--- config.mk ---
export PLATFORM = sky130hd
export DESIGN_NAME = alloc_blk_proc_md
export DESIGN_NICKNAME = d
export VERILOG_FILES = /design/src/rtl/alloc_blk_proc_md.sv
export SDC_FILE = /design/constraint.sdc
export NUM_CORES = 1
export LEC_CHECK = 0
export BUFFER_PORTS_ARGS = -buffer_cell sky130_fd_sc_hd__buf_2
export CAP_MARGIN = 20
export CORE_ASPECT_RATIO = 0.75
export CORE_UTILIZATION = 46
export CTS_CLUSTER_DIAMETER = 60
export CTS_CLUSTER_SIZE = 30
export DETAILED_ROUTE_END_ITERATION = 10
export MAX_ROUTING_LAYER = met4
export PLACE_DENSITY = 0.91
export REMOVE_ABC_BUFFERS = 1
export SLEW_MARGIN = 20
export SYNTH_ARGS = -nofsm -noshare
export SYNTH_HDL_FRONTEND = slang
export SYNTH_SLANG_ARGS = --single-unit
--- constraint.sdc ---
create_clock -name clk -period 2.3 [get_ports clk]
set_clock_uncertainty 0.05 [all_clocks]
set_input_delay 0.115 -clock clk [delete_from_list [all_inputs] [get_ports clk]]
set_output_delay 0.115 -clock clk [all_outputs]
set_load 0.005 [all_outputs]
--- src/rtl/alloc_blk_proc_md.sv ---
// Miss allocation engine: picks a victim way, writes it back if dirty, requests a fill,
// then strobes the new tag/MESI into the set. Optional ALLOC_WB_CNT_EN adds a writeback counter.

`ifndef ASSOC_LV2
`define ASSOC_LV2 4
`endif
`ifndef ASSOC_WID_LV2
`define ASSOC_WID_LV2 2
`endif
`ifndef MESI_WID_LV2
`define MESI_WID_LV2 2
`endif
`ifndef TAG_WID_LV2
`define TAG_WID_LV2 20
`endif

module alloc_blk_proc_md #(
    parameter int unsigned ASSOC     = `ASSOC_LV2,
    parameter int unsigned ASSOC_WID = `ASSOC_WID_LV2,
    parameter int unsigned MESI_WID  = `MESI_WID_LV2,
    parameter int unsigned TAG_WID   = `TAG_WID_LV2,
    parameter int unsigned INVALID   = 0,
    parameter int unsigned SHARED    = 1,
    parameter int unsigned EXCLUSIVE = 2,
    parameter int unsigned MODIFIED  = 3
) (
    input  logic                      clk,
    input  logic                      rst_n,
    input  logic                      miss_req,
    input  logic                      cmd_wr,
    input  logic [TAG_WID-1:0]        tag_proc,
    input  logic [ASSOC*MESI_WID-1:0] cache_proc_mesi,
    input  logic [ASSOC*TAG_WID-1:0]  cache_proc_tag,
    input  logic [ASSOC_WID-1:0]      lru_way,
    output logic                      wb_req,
    input  logic                      wb_ack,
    output logic [TAG_WID-1:0]        wb_tag,
    output logic                      fill_req,
    input  logic                      fill_done,
    input  logic                      fill_shared,
    output logic                      alloc_we,
    output logic [ASSOC_WID-1:0]      alloc_way,
    output logic [TAG_WID-1:0]        alloc_tag,
    output logic [MESI_WID-1:0]       alloc_mesi,
    output logic                      busy,
    output logic [15:0]               wb_cnt
);

    localparam logic [MESI_WID-1:0] MesiInv = MESI_WID'(INVALID);
    localparam logic [MESI_WID-1:0] MesiShr = MESI_WID'(SHARED);
    localparam logic [MESI_WID-1:0] MesiExc = MESI_WID'(EXCLUSIVE);
    localparam logic [MESI_WID-1:0] MesiMod = MESI_WID'(MODIFIED);

    typedef enum logic [2:0] {
        StIdle,
        StVictim,
        StWriteback,
        StFill,
        StUpdate
    } state_e;

    state_e               state_q, state_d;
    logic [TAG_WID-1:0]   tag_q, tag_d;
    logic                 wr_q, wr_d;
    logic [ASSOC_WID-1:0] vway_q, vway_d;
    logic [TAG_WID-1:0]   vtag_q, vtag_d;
    logic                 wb_req_q, wb_req_d;
    logic                 fill_req_q, fill_req_d;
    logic                 alloc_we_q, alloc_we_d;
    logic [ASSOC_WID-1:0] alloc_way_q, alloc_way_d;
    logic [TAG_WID-1:0]   alloc_tag_q, alloc_tag_d;
    logic [MESI_WID-1:0]  alloc_mesi_q, alloc_mesi_d;

    logic [ASSOC_WID-1:0] vic_way;
    logic [TAG_WID-1:0]   vic_tag;
    logic [MESI_WID-1:0]  vic_mesi;
    logic                 vic_found;

    // Lowest-index invalid way wins; LRU only when the set is full.
    always_comb begin
        vic_way   = lru_way;
        vic_found = 1'b0;
        for (int i = 0; i < int'(ASSOC); i++) begin
            if (!vic_found && cache_proc_mesi[i*MESI_WID +: MESI_WID] == MesiInv) begin
                vic_found = 1'b1;
                vic_way   = ASSOC_WID'(i);
            end
        end
        vic_tag  = '0;
        vic_mesi = '0;
        for (int i = 0; i < int'(ASSOC); i++) begin
            if (ASSOC_WID'(i) == vic_way) begin
                vic_tag  = cache_proc_tag[i*TAG_WID +: TAG_WID];
                vic_mesi = cache_proc_mesi[i*MESI_WID +: MESI_WID];
            end
        end
    end

    always_comb begin
        state_d      = state_q;
        tag_d        = tag_q;
        wr_d         = wr_q;
        vway_d       = vway_q;
        vtag_d       = vtag_q;
        alloc_way_d  = alloc_way_q;
        alloc_tag_d  = alloc_tag_q;
        alloc_mesi_d = alloc_mesi_q;
        unique case (state_q)
            StIdle: begin
                if (miss_req) begin
                    state_d = StVictim;
                    tag_d   = tag_proc;
                    wr_d    = cmd_wr;
                end
            end
            StVictim: begin
                vway_d  = vic_way;
                vtag_d  = vic_tag;
                state_d = (vic_mesi == MesiMod) ? StWriteback : StFill;
            end
            StWriteback: begin
                if (wb_ack) state_d = StFill;
            end
            StFill: begin
                if (fill_done) begin
                    state_d      = StUpdate;
                    alloc_way_d  = vway_q;
                    alloc_tag_d  = tag_q;
                    alloc_mesi_d = wr_q ? MesiMod : (fill_shared ? MesiShr : MesiExc);
                end
            end
            StUpdate: state_d = StIdle;
            default:  state_d = StIdle;
        endcase
        // Handshake and strobe outputs are registered copies of the next state.
        wb_req_d   = (state_d == StWriteback);
        fill_req_d = (state_d == StFill);
        alloc_we_d = (state_d == StUpdate);
    end

    always_ff @(posedge clk or negedge rst_n) begin
        if (!rst_n) begin
            state_q      <= StIdle;
            tag_q        <= '0;
            wr_q         <= 1'b0;
            vway_q       <= '0;
            vtag_q       <= '0;
            wb_req_q     <= 1'b0;
            fill_req_q   <= 1'b0;
            alloc_we_q   <= 1'b0;
            alloc_way_q  <= '0;
            alloc_tag_q  <= '0;
            alloc_mesi_q <= '0;
        end else begin
            state_q      <= state_d;
            tag_q        <= tag_d;
            wr_q         <= wr_d;
            vway_q       <= vway_d;
            vtag_q       <= vtag_d;
            wb_req_q     <= wb_req_d;
            fill_req_q   <= fill_req_d;
            alloc_we_q   <= alloc_we_d;
            alloc_way_q  <= alloc_way_d;
            alloc_tag_q  <= alloc_tag_d;
            alloc_mesi_q <= alloc_mesi_d;
        end
    end

    assign busy       = (state_q != StIdle);
    assign wb_req     = wb_req_q;
    assign wb_tag     = vtag_q;
    assign fill_req   = fill_req_q;
    assign alloc_we   = alloc_we_q;
    assign alloc_way  = alloc_way_q;
    assign alloc_tag  = alloc_tag_q;
    assign alloc_mesi = alloc_mesi_q;

`ifdef ALLOC_WB_CNT_EN
    logic        wb_accept;
    logic [15:0] wb_cnt_q, wb_cnt_d;

    assign wb_accept = (state_q == StWriteback) && wb_ack;

    always_comb begin
        wb_cnt_d = wb_cnt_q;
        if (wb_accept && wb_cnt_q != 16'hFFFF) wb_cnt_d = wb_cnt_q + 16'd1;
    end

    always_ff @(posedge clk or negedge rst_n) begin
        if (!rst_n) wb_cnt_q <= 16'd0;
        else        wb_cnt_q <= wb_cnt_d;
    end

    assign wb_cnt = wb_cnt_q;
`else
    assign wb_cnt = 16'd0;
`endif

endmodule

### Yosys cells after proc, flatten, opt, wreduce, memory -nomap -nowiden

Cells that the tools add are included.

* memories: 0
* memory bits (read-only): 0
* memory bits (writable): 0
* latch bits: 0
* word-level logic and storage cells: 58
* flip-flop bits (word level): 73

* add/sub/neg operators: 0
* reduce and logical (&&, ||, !) cells: 15
* magnitude comparators: 0
* bitwise logic cells: 0
* shift operators: 0
* div/mod/pow operators: 0
* multiply operators: 0
* equal/unequal tests: 10
* multiplexer cells: 22

Operator list (number)
* $mux 20: 4
* $mux 2: 10
* $eq 3x2->1 const B: 4
* $pmux 3 s4: 1
* $logic_not 2->1: 5
* $mux 3: 3
* $eq 2x2->1 const A: 2
* $mux 1: 4
* $reduce_and 2->1: 2
* $eq 3x1->1 const B: 1
* $eq 3x3->1 const B: 1
* $logic_and 1x1->1: 3
* $logic_not 1->1: 3
* $logic_not 3->1: 1
* $reduce_bool 3->1: 1
* $eq 1x2->1 const A: 1
* $eq 2x2->1 const B: 1

### Depth between registers and ports, before layout

Gate-level depths: netlist of run 1.

* depth after elaboration: 20
* mapped depth: 7
* mapped depth without buffers: 5

### Worst setup path before layout of run 1

Ideal clock, no wire load.

* path type: reg-to-reg
* start point: register state_q[2]
* end point: register tag_q[1]
* path buffers: 1
* setup time: 125 ps
* data arrival time: 1602 ps
* stages on the path, launching flop included: 5
* period minus slack after synthesis: 1777 ps
* path slack: 523 ps
* cells stage by stage: dfrtp_1 -> or3_1 -> nor2_1 -> buf_2 -> mux2_2

* longest elaborated chain between the ends: 2

Ends and longest elaborated chain
* start, declared: RTL line 62 `state_e state_q, state_d;`
* start signal, assigned: RTL line 143 `state_q <= StIdle;`
* start signal, assigned: RTL line 155 `state_q <= state_d;`
* $logic_not 3->1: RTL line 108 `unique case (state_q)`
* $reduce_and 2->1 (no source line)
* end signal, assigned: RTL line 156 `tag_q <= tag_d;`
* end, declared: RTL line 63 `logic [TAG_WID-1:0] tag_q, tag_d;`

Every way passes these cells.
A chain may end at the register's enable or synchronous reset.

### Worst setup path after layout of run 1

* start point: register state_q[2]
* end point: register tag_q[2]

The elaborated chain is that of the path after synthesis.

==> results.ini, run 1 <==
[floorplanning]
die_height_microns = 78.2
core_area_sq_um = 7430
start_util_pct = 47.9
die_area_sq_um = 8100
num_rows = 27
boundaryPins = 181
dieWidth_microns = 104

[critical_path]
ff2ff_path_depth = 4
startpoint = state_q[2]$_DFF_PN0_
crit_family = simple AND/OR/NAND/NOR gates
r2r_slack_ps = 500
r2r-end = tag_q[2]$_DFFE_PN0P_
critPathBufInv = 1
worstPathRequired_ps = 2470
start_kind = register
critPathKind = reg -> reg
crit_fanout = 23
crit_chain = or3_1 > nor2_2 > buf_4 > mux2_2
cp_num_cells = 4
timing.rr.start = state_q[2]$_DFF_PN0_
critPathMaxStageDelay_ps = 430
critPathCaptureType = register
crit_end = tag_q[2]$_DFFE_PN0P_
worstPathArrival_ps = 1970
critical_path.slowest_cell = or3_1

[place]
place_area_sq_um = 4420
portBuffers = 164
place_worst_setup_slack_ps = 473
gp_congestion = 0.887
dp_hpwl_microns = 7480

[routing]
drtIter0Drc = 213
firstDrtPassIters = 7
route.detailed.drc = 0
viasPerCell = 5.55
wl_microns = 11100
vias = 3667
drtAntennaViolNets = 0
wire_per_inst_microns = 16.8

[timing]
slew_violations = 0
setup_viol = 0
slew_headroom_pct = 40.4
tightest_slew_ps = 894
setup_ws_ps = 503
period_minus_slack_ps = 1800
finalHoldViolCount = 0
rsz0062_at_grt = no
fmax_mhz = 557
timing.final.crit_share_pct = 78.1

[clocking]
post_cts.repair.setup_buffers = 0
cts_tree = done
post_cts_resized = 0
clockBufferDepth = 2
h-tree-depth = 3
cts-root-buf = clkbuf_8
numCtsBuffers = 9
clk_pin_slew_ps = 80
clkLatencyLatePin_ps = 340
cts_sinks = 73

[min_path]
hp-class = in -> reg

[global_routing]
overflow = 0
grt_pass1_wl_microns = 17500
grt.total_usage_pct = 28.5
grt_max_degree = 74
grt_antenna_before_repair = 0
grt_pass1_vias = 3667

[power]
p_per_area_nw_per_um2 = 1080
peakVddDrop_mv = 0.575
power.leakage_nw = 2.47

[logic_synthesis]
synth_area_sq_um = 3560
ys.flop_type = dfrtp_1
syn-instance-count = 357
yosys_register_bits = 73
syn_area_per_cell_sq_um = 9.97
yosysSeqAreaShare_pct = 51.3
synth_cell_types = 44
yosysWarnings = 0
synthArstFlopShare_pct = 100
synth_edf_count = 0

[flow_run]
cap_viol_max_count = 0

[run_status]
outcome = completed

[layout]
fin_area_sq_um = 4960
fin_nets = 673
fill_cells = 573
num_antenna_cells = 0
synthToLayoutAreaGrowth_pct = 39.4
layout-drive-gt1-share_pct = 38.8

==> flip-flops by register name, indices dropped and copies added, names as in the netlist, 2 cells and up <==
| signal | count |
|---|---|
| alloc_tag | 20 |
| state_q | 3 |
| alloc_mesi | 2 |
| wb_tag | 20 |
| vway_q | 2 |
| alloc_way | 2 |
| tag_q | 20 |
==> worst reg2reg max path, delay by kind of cell (launching register included) <==
family | cells | cell delay, ps
and+or+nand+nor | 2 | 520
buffers and inverters | 1 | 300
muxes | 1 | 390
DFF | 1 | 420
==> final cells by class <==
cell class	count	area [sq um]	share of cell area (%)
repair buffers	209	1250	25.2
inverters	9	33.8	0.681
clock buffers	9	124	2.50
multi-input cells	254	1530	30.9
flip-flops and latches	73	1830	36.8
clock inverters	6	68.8	1.39
well taps	101	126	2.55
==> synth_stat cells, drive strengths merged (7+ instances only) <==
cell | count | share of area [%]
mux2 | 20 | 6.3
buf | 27 | 5.4
o21ai | 11 | 1.7
clkbuf | 9 | 0.95
dfrtp | 73 | 51
a222oi | 7 | 2.0
inv | 9 | 0.95
a21oi | 9 | 1.3
a22oi | 13 | 2.7
o22a | 14 | 3.4
a31oi | 20 | 3.9
nor2 | 19 | 2.1
o22ai | 13 | 2.3
nand2 | 83 | 8.7
==> power by group <==
| part | total [W] | internal, W | switching (W) | leakage, nW |
|---|---|---|---|---|
| Clock | 0.000994 | 0.000498 | 0.000496 | 0.0840 |
| Combinational | 0.00209 | 0.000993 | 0.00110 | 1.51 |
| Sequential | 0.00227 | 0.00191 | 0.000358 | 0.879 |
| Total | 0.00535 | 0.00340 | 0.00195 | 2.47 |
==> stage by stage <==
step	setup TNS (ps)	instances	utilization (%)	power [W]	hold slack (ps)
finish	0	661	66.8	0.00535	13.7
global route	0	661	66.8	0.00570	4.42
CTS	0	661	66.8	0.00534	0.214
detailed placement	0	611	59.5	0.00428	250
global placement	0	611	59.5	0.00412	242
floorplan	-602	336	-	0.00332	-231
==> how the worst min path moves through the flow <==
stage                            start                   endpoint  slack, ps  cells past startpoint
floorplan                        rst_n  alloc_mesi[0]$_DFFE_PN0P_       -230                      0
global placement                 rst_n   alloc_tag[9]$_DFFE_PN0P_        240                      1
detailed placement               rst_n  alloc_tag[14]$_DFFE_PN0P_        250                      1
CTS                  cache_proc_tag[5]      wb_tag[5]$_DFFE_PN0P_        0.2                      3
global route        cache_proc_tag[35]     wb_tag[15]$_DFFE_PN0P_          4                      3
finish               cache_proc_tag[3]      wb_tag[3]$_DFFE_PN0P_         10                      3
==> placed cells by master, fill, tap and decap left out, types with 2 or more instances in the layout <==
cell,n
buf_2,163
nand2_1,83
dfrtp_1,73
dlygate4sd3_1,35
a31oi_1,18
nor2_1,17
mux2_2,17
conb_1,16
o22a_1,14
a22oi_1,13
o22ai_1,13
buf_4,11
inv_1,9
o21ai_0,9
a21oi_1,9
clkbuf_8,9
a222oi_1,7
clkinvlp_4,4
and2_1,3
mux2_1,3
or3_1,2
and3_1,2
nand4_1,2
nor2_2,2
nand2b_1,2
o211ai_1,2
a31oi_2,2
==> cells by family after synthesis <==
kind of cell,share of synthesized area [%]
multiplexers,6.61
other,0.105
flip-flops,51.3
buffers and inverters,7.27
AO/OA/AOI/OAI,20.7
AND/OR/NAND/NOR,14.0
==> routing by layer <==
metal / routed length (microns) / global-route usage, % / up-vias
met5: 0 / - / -
met2: 5680 / 49.4 / 222
met4: 312 / 11.7 / 0
met3: 797 / 6.56 / 35
met1: 4330 / 32.1 / 1765
li1: - / - / 1645
==> repair_timing <==
item | in CTS | in global routing
endpoints found under the hold margin | 108 | 0
endpoints found under the setup margin | 0 | 0
hold buffers | 35 | 0
Note: power is estimated with default switching activity, not from simulation.
==> run 2, diff against run 1 <==
CORE_UTILIZATION = 41   (was 46)
PLACE_DENSITY = 0.86   (was 0.91)
clock period = 1.6 ns   (was 2.3 ns; I/O delays follow)
==> results.ini, run 2 (synthesis gave the netlist of run 1 again) <==
[run_status]
outcome = complete, but fails checks  ; was completed
violations = negative setup slack

[critical_path]
critical_path.slowest_cell = dfrtp_1  ; was or3_1
crit_family = simple AND/OR/NAND/NOR gates  ; unchanged
crit_chain = or3_4 > nor2_4 > buf_12 > a21oi_1 > o211a_1 > and2_1  ; was or3_1 > nor2_2 > buf_4 > mux2_2
critPathBufInv = 1  ; unchanged
crit_fanout = 23  ; unchanged
critPathMaxStageDelay_ps = 400  ; was 430 ps
critPathKind = reg -> reg  ; unchanged
worstPathArrival_ps = 1800  ; was 1970 ps
worstPathRequired_ps = 1770  ; was 2470 ps
critPathCaptureType = register  ; unchanged
start_kind = register  ; unchanged

[routing]
wl_microns = 11300  ; was 11100 microns
wire_per_inst_microns = 16.3  ; was 16.8 microns
route.detailed.drc = 0  ; unchanged
viasPerCell = 5.35  ; was 5.55
firstDrtPassIters = 8  ; was 7
drtIter0Drc = 232  ; was 213
vias = 3709  ; was 3667
drtAntennaViolNets = 0  ; unchanged

[power]
p_int_w = 0.00565  ; was 0.00340 W
power.leakage_nw = 2.68  ; was 2.47 nW
pwr-share-clk_pct = 23.3  ; was 18.6%
peakVddDrop_mv = 0.735  ; was 0.575 mV
switchingPower_w = 0.00290  ; was 0.00195 W
p_seq_share_pct = 37.7  ; was 42.4%
p_sw_share_pct = 33.9  ; was 36.5%
power_frac_comb_pct = 39.0  ; was 39.1%
p_per_area_nw_per_um2 = 1590  ; was 1080 nW/um^2

[timing]
setup_viol = 16  ; was 0
fmax_mhz = 613  ; was 557 MHz
slew_violations = 0  ; unchanged
period_minus_slack_ps = 1630  ; was 1800 ps
setup_ws_ps = -32.4  ; was 503 ps
rsz0062_at_grt = yes  ; was no
timing.final.crit_share_pct = 102  ; was 78.1%
finalHoldViolCount = 0  ; unchanged

[layout]
synthToLayoutAreaGrowth_pct = 51.2  ; was 39.4%
fin_area_sq_um = 5380  ; was 4960 sq um
mostFrequentLayoutCells = buf_2, nand2_1, dfrtp_1  ; unchanged
fill_cells = 699  ; was 573
layout-drive-gt1-share_pct = 41.2  ; was 38.8%
utilization_pct = 63.7  ; was 66.8%
fin_nets = 697  ; was 673
num_antenna_cells = 0  ; unchanged
final_common_cell = buf_2  ; unchanged

[global_routing]
grt_pass1_wl_microns = 17300  ; was 17500 microns
grt_max_degree = 37  ; was 74
grt.total_usage_pct = 26.0  ; was 28.5%
grt_antenna_before_repair = 0  ; unchanged
overflow = 0  ; unchanged
grt_pass1_vias = 3658  ; was 3667

[clocking]
clockBufferDepth = 2  ; unchanged
clkLatencyLatePin_ps = 330  ; was 340 ps
h-tree-depth = 3  ; unchanged
cts_tree = done  ; unchanged
cts_sinks = 73  ; unchanged
cts-root-buf = clkbuf_16  ; was clkbuf_8
clk_pin_slew_ps = 60  ; was 80 ps
numCtsBuffers = 9  ; unchanged

[floorplanning]
num_rows = 29  ; was 27
dieWidth_microns = 110  ; was 104 microns
core_area_sq_um = 8450  ; was 7430 sq um
die_height_microns = 82.7  ; was 78.2 microns
die_area_sq_um = 9070  ; was 8100 sq um
start_util_pct = 42.1  ; was 47.9%
boundaryPins = 181  ; unchanged

[place]
place_area_sq_um = 4650  ; was 4420 sq um
gp_congestion = 0.949  ; was 0.887
portBuffers = 164  ; unchanged
dp_hpwl_microns = 7810  ; was 7480 microns

[flow_run]
cap_viol_max_count = 0  ; unchanged

[min_path]
hp-class = in -> reg  ; unchanged

-- run 2: cell types whose count changed in the layout (fill, tap and decap cells not counted), sizes merged --
cell / change
dlygate4sd3: +4
clkinvlp: -2
clkbuf: +1
clkinv: +2
buf: +20
-- run 2: stage by stage --
stage                     instances  setup slack (ps)  hold WS [ps]  setup TNS (ps)  power, W
after floorplan                 336              -735          -266          -24690   0.00478
after global placement          637              6.22         -94.8               0   0.00615
after detailed placement        637             -59.6         -83.0            -315   0.00632
after CTS                       692             -6.68          1.82           -6.68   0.00846
after global routing            693             -96.9          35.9           -1240   0.00906
final                           693             -32.4          10.4            -225   0.00855
-- run 2: timing repair --
item                       CTS  global route
hold buffers                39             0
setup buffers                0             1
setup endpoints to repair   21            34
hold endpoints to repair   111             0
gates resized for setup      3             6
pin swaps                    0             1
-- run 2: area by class of cell --
type | instances | area [sq um] | area share (%)
timing repair buffer | 233 | 1530 | 28.3
inverter | 9 | 33.8 | 0.628
multi-input combinational | 254 | 1570 | 29.1
clock buffer | 10 | 229 | 4.25
sequential | 73 | 1830 | 33.9
tap | 108 | 135 | 2.51
clock inverter | 6 | 67.6 | 1.26
-- run 2: metal layers --
| metal | track usage [%] | wire, microns |
|---|---|---|
| met3 | 5.10 | 918 |
| met5 | - | 0 |
| met1 | 31.6 | 4490 |
| met4 | 12.0 | 295 |
| met2 | 42.3 | 5610 |
-- run 2: final timing paths --
kind	startpoint	to	slack [ps]	depth (start not counted)
worst min-delay path	cache_proc_tag[7]	wb_tag[7]$_DFFE_PN0P_	10	3
worst max register to register	state_q[1]$_DFF_PN0_	wb_req$_DFF_PN0_	-30	6
max in group asynchronous	rst_n	wb_tag[10]$_DFFE_PN0P_	820	3
min in group asynchronous	rst_n	alloc_tag[5]$_DFFE_PN0P_	110	2
worst min register to register	tag_q[0]$_DFFE_PN0P_	alloc_tag[0]$_DFFE_PN0P_	410	2
worst max-delay path	state_q[1]$_DFF_PN0_	wb_req$_DFF_PN0_	-30	6
-- run 2: power groups by stage --
stage                     Clock, W  Combinational (W)  Sequential, W
after floorplan                  0            0.00155        0.00322
after global placement           0            0.00297        0.00318
after detailed placement         0            0.00311        0.00321
after CTS                  0.00203            0.00322        0.00320
after global routing       0.00209            0.00366        0.00331
final                      0.00199            0.00333        0.00322
-- run 2: worst reg2reg max path, delay by kind of cell (launching register included) --
kind                   cells  cell delay (ps)
AO/OA/AOI/OAI              2              210
flip-flops                 1              400
buffers and inverters      1              180
AND/OR/NAND/NOR            3              680
